**src/rtl/tick_serial_tx.sv**
```systemverilog
`default_nettype none
`timescale 1ns/1ps
// ============================================================================
// Module      : tick_serial_tx
// Description : Tick-paced LSB-first serial frame transmitter
//               (idle-high start / data / [parity] / stop framing).
//               Optional even parity: define TICK_SERIAL_TX_PARITY_EN.
// Revision    : 1.0 - initial release
// ============================================================================
module tick_serial_tx #(
    parameter int DATA_W    = 8,
    parameter int STOP_BITS = 1
) (
    input  logic              sys_clk,
    input  logic              rst,
    input  logic              tick,
    input  logic [DATA_W-1:0] tx_data,
    input  logic              tx_valid,
    output logic              tx_ready,
    output logic              tx,
    output logic              busy
);

    localparam int CNT_W = $clog2(DATA_W + 1);

    localparam logic [CNT_W-1:0] c_LAST_BIT  = CNT_W'(DATA_W - 1);
    localparam logic [CNT_W-1:0] c_LAST_STOP = CNT_W'(STOP_BITS - 1);
    localparam logic [CNT_W-1:0] c_CNT_ONE   = CNT_W'(1);

    localparam logic [2:0] c_ST_IDLE   = 3'd0;
    localparam logic [2:0] c_ST_WAIT   = 3'd1;
    localparam logic [2:0] c_ST_START  = 3'd2;
    localparam logic [2:0] c_ST_DATA   = 3'd3;
`ifdef TICK_SERIAL_TX_PARITY_EN
    localparam logic [2:0] c_ST_PARITY = 3'd4;
`endif
    localparam logic [2:0] c_ST_STOP   = 3'd5;

    logic [2:0]        r_state;
    logic [DATA_W-1:0] r_shift;
    logic [CNT_W-1:0]  r_cnt;
    logic              r_tx;
    logic [DATA_W-1:0] w_shift_next;
`ifdef TICK_SERIAL_TX_PARITY_EN
    logic              r_parity;
`endif

    assign w_shift_next = r_shift >> 1;

    assign tx_ready = (r_state == c_ST_IDLE);
    assign busy     = (r_state != c_ST_IDLE);
    assign tx       = r_tx;

    always_ff @(posedge sys_clk or posedge rst) begin
        if (rst) begin
            r_state  <= c_ST_IDLE;
            r_shift  <= '0;
            r_cnt    <= '0;
            r_tx     <= 1'b1;
`ifdef TICK_SERIAL_TX_PARITY_EN
            r_parity <= 1'b0;
`endif
        end else begin
            case (r_state)
                c_ST_IDLE: begin
                    r_tx <= 1'b1;
                    // tick is deliberately ignored here: the frame always
                    // starts on a strobe strictly after the accept edge
                    if (tx_valid) begin
                        r_shift  <= tx_data;
                        r_cnt    <= '0;
                        r_state  <= c_ST_WAIT;
`ifdef TICK_SERIAL_TX_PARITY_EN
                        r_parity <= ^tx_data;
`endif
                    end
                end
                c_ST_WAIT: begin
                    if (tick) begin
                        r_tx    <= 1'b0;
                        r_state <= c_ST_START;
                    end
                end
                c_ST_START: begin
                    if (tick) begin
                        r_tx    <= r_shift[0];
                        r_cnt   <= '0;
                        r_state <= c_ST_DATA;
                    end
                end
                c_ST_DATA: begin
                    if (tick) begin
                        r_shift <= w_shift_next;
                        if (r_cnt < c_LAST_BIT) begin
                            r_tx  <= w_shift_next[0];
                            r_cnt <= r_cnt + c_CNT_ONE;
                        end else begin
`ifdef TICK_SERIAL_TX_PARITY_EN
                            r_tx    <= r_parity;
                            r_state <= c_ST_PARITY;
`else
                            r_tx    <= 1'b1;
                            r_cnt   <= '0;
                            r_state <= c_ST_STOP;
`endif
                        end
                    end
                end
`ifdef TICK_SERIAL_TX_PARITY_EN
                c_ST_PARITY: begin
                    if (tick) begin
                        r_tx    <= 1'b1;
                        r_cnt   <= '0;
                        r_state <= c_ST_STOP;
                    end
                end
`endif
                c_ST_STOP: begin
                    r_tx <= 1'b1;
                    if (tick) begin
                        if (r_cnt == c_LAST_STOP) begin
                            r_cnt   <= '0;
                            r_state <= c_ST_IDLE;
                        end else begin
                            r_cnt <= r_cnt + c_CNT_ONE;
                        end
                    end
                end
                default: begin
                    r_tx    <= 1'b1;
                    r_cnt   <= '0;
                    r_state <= c_ST_IDLE;
                end
            endcase
        end
    end

endmodule
`default_nettype wire
```
**config.mk**
```make
export PLATFORM = sky130hd
export DESIGN_NAME = tick_serial_tx
export DESIGN_NICKNAME = d
export VERILOG_FILES = /design/src/rtl/tick_serial_tx.sv
export SDC_FILE = /design/constraint.sdc
export NUM_CORES = 1
export LEC_CHECK = 0
export BUFFER_PORTS_ARGS = -buffer_cell sky130_fd_sc_hd__buf_4
export CORE_MARGIN = 3
export CORE_UTILIZATION = 54
export CTS_CLUSTER_SIZE = 20
export DETAILED_ROUTE_END_ITERATION = 10
export PLACE_DENSITY = 0.73
export SETUP_SLACK_MARGIN = 0.1
export SLEW_MARGIN = 20
export SYNTH_ARGS = -nofsm -noshare
export SYNTH_HDL_FRONTEND = slang
export SYNTH_SLANG_ARGS = --single-unit
export TNS_END_PERCENT = 5
```
**constraint.sdc**
```tcl
create_clock -name sys_clk -period 1.9 [get_ports sys_clk]
set_input_delay 0.095 -clock sys_clk [delete_from_list [all_inputs] [get_ports sys_clk]]
set_output_delay 0.095 -clock sys_clk [all_outputs]
set_load 0.005 [all_outputs]
```
==> reports/results.md <==
* run status: finished, final reports clean
* post-route DRC violation count: 0
* final RePlAce weighted congestion: 0.8102
* EDFF count, synth: 0
* FMAX: 620.0 MHz
* post-cts gate resize count: 0
* antenna violations before repair: 0
* beginning of the critical path: r_state[1]
* wire per inst: 14.12 um
* count of buffers inserted at the top-level ports: 14
* Top Ports: 15
* diodes inserted: 0
* horizontal die dimension: 48.08 um
* antenna viol nets, final: 0
* core area: 1577 um^2
* type of the worst min-delay path: primary input to flip-flop
* fraction of the yosys area taken by sequential cells: 0.4202
* deepest clock path buffer count: 2
* unique cell type count in the Yosys netlist: 35
* number of sinks driven by the clock tree: 16
* slowest cell delay on critical path: 0.51 ns
* Setup TNS: 0 ns
* average footprint of a synthesized cell: 9.754 um^2
* total die area: 2311 um^2
* total number of yosys warnings: 0
* Worst Setup Start Kind: flip-flop
* critical path peak fanout: 14
* H-tree levels: 1
* drt pass-1 iters: 4
* final worst path period share: 0.8488
* routed wire length: 1821 um
* flops & latches, synth: 16
* Fin. Hold Viols: 0
* termination of the worst setup path: r_shift[0]
* latest clock arrival within the worst-skew pair: 0.28 ns
* pins over their slew limit: 0
* post-detailed-placement half-perimeter wirelength: 1346 um
* final standard cell utilization of the core: 0.6865
* clock tree root buffer cell: sky130_fd_sc_hd__clkbuf_4
* commonest non-fill, non-tap cells in the layout: sky130_fd_sc_hd__buf_4, sky130_fd_sc_hd__dfrtp_1, sky130_fd_sc_hd__nor2_1
* Peak supply drop: 0.7544 mV
* worst endpoint data arrival time: 1.83 ns
* crit end category: flip-flop
* crit path time final: 1.613 ns
* ordered cell list for the critical path: or3b_4 -> a21oi_4 -> nor2_1 -> a21oi_2
* sum of overflow across all layers after global routing: 0
* die outline height: 48.08 um
* max_slew headroom: 0.5922
* Worst-Margin Slew: 0.6110 ns
* Netlist Area Pre-Place: 955.9 um^2
* placement row count: 14
* total CTS buffers: 3
* CTS clk-pin slew, worst paths: 0.10 ns
* via count of the first global-routing pass: 693
* DR vias/cell: 5.783
* required arrival time at the worst endpoint: 2.12 ns
* count of mapped cells out of synthesis: 98
* unrepaired setup endpoints after global routing: no
* Final Skew: 0.001133 ns
* maximum number of pins on one net before global-route repair: 17
* most common flop cell mapped by yosys: sky130_fd_sc_hd__dfrtp_1
* Worst Hold Launch: tx_data[7]
* capture point of the worst reg-to-reg path: r_shift[0]
* Initial Utilization: 0.6063
* Static Leakage: 0.5019 nW
* violation count after the first detailed-routing iteration: 15
* worst reg2reg path depth: 4
* Tot GR Track Use: 0.1910
* power density over the cells: 1450 nW/um^2
* fraction of final layout cells sized beyond drive strength 1: 0.2478
* area overhead of the layout relative to synthesis: 13.22%
* critical path's slowest cell: sky130_fd_sc_hd__dfrtp_1
* Synth async-reset ratio: 1.000
* first-pass GRT wire length: 3091 um
* register-to-register setup slack: 0.29 ns
* worst reg2reg path startpoint: r_state[1]
* via count: 746
* number of nets in the layout: 128
* commonest non-fill, non-tap cell in the layout: sky130_fd_sc_hd__buf_4
* Final Setup Violations: 0
* path type of the worst setup path: flip-flop to flip-flop
* Synth Net Count: 112
* clock tree from TritonCTS: done
* number of max-capacitance violations reported: 0
* post-CTS repair timing setup buffer count: 0
[cell type report]
type / count / area, um^2
flip-flops and latches: 16 / 401.6
multi-input cells: 68 / 464.2
repair buffers: 17 / 130.1
fillers: 115 / 494.2
inverters: 8 / 30.03
clock buffers: 4 / 36.28
well taps: 16 / 20.02
[sequential cells by signal, indices dropped and copies added, names as in the netlist]
name,count
r_shift,8
r_cnt,4
r_state,3
tx,1
[worst min-delay path by stage]
stage / end / cells after the start
2_1_floorplan: r_cnt[0] / 1
3_3_place_gp: r_shift[4] / 2
3_5_place_dp: r_shift[4] / 2
4_1_cts: r_shift[7] / 3
5_1_grt: r_shift[7] / 3
6_report: r_shift[7] / 3
[routing by layer]
| layer | vias up | GRT usage | share of wire |
|---|---|---|---|
| met5 | - | 0 | 0 |
| met1 | 349 | 0.2831 | 0.47 |
| met3 | 2 | 0.03383 | 0.053 |
| met2 | 17 | 0.2823 | 0.47 |
| li1 | 378 | - | - |
| met4 | 0 | 0.05376 | 0.0060 |
[where the power goes]
group / internal (mW) / total, mW / switching, mW
sequential: 0.483 / 0.604 / 0.121
clock: 0.116 / 0.223 / 0.107
combinational: 0.347 / 0.742 / 0.395
[cells by family after synthesis]
group	share of synthesized area
simple gates	0.1675
compound gates	0.2094
flops	0.4202
buf+inv	0.09423
mux	0.07330
fa+ha+maj	0.02617
xor+xnor	0.009164
[through the flow]
step	setup slack, ns	hold WS, ns	std cells	instance area, um^2	total power, mW
final	0.2872	0.03813	129	1082	1.569
after global routing	0.1695	0.04176	129	1082	1.709
after CTS	0.2850	0.03581	129	1082	1.579
after detailed placement	0.3024	0.2125	124	1036	1.351
after global placement	0.3437	0.2088	124	1036	1.337
after floorplan	0.5440	0.008024	98	955.9	1.228
[Yosys cell counts, drive strengths merged (2+ instances only)]
library cell | number | area [um^2]
o211ai | 2 | 15.01
o22ai | 2 | 12.51
o21ai | 5 | 25.02
inv | 8 | 30.03
ha | 2 | 25.02
nand3 | 5 | 25.02
nor2 | 9 | 33.78
nor3 | 2 | 10.01
nand2 | 4 | 15.01
mux2i | 7 | 70.07
a31oi | 2 | 12.51
a21oi | 10 | 72.58
buf | 6 | 60.05
nand3b | 3 | 26.27
dfrtp | 15 | 375.4
[critical path, delay by kind of cell, from the launching register on]
kind,cells,cell delay [ns]
AND/OR/NAND/NOR,2,0.56
flip-flops,1,0.51
AO/OA/AOI/OAI,2,0.48
[what timing repair did]
action                                 4_1_cts  5_1_grt
setup endpoints to repair                    0        0
hold buffers                                 1        0
endpoints found under the hold margin       15        0
Note: power is estimated with default switching activity, not from simulation.
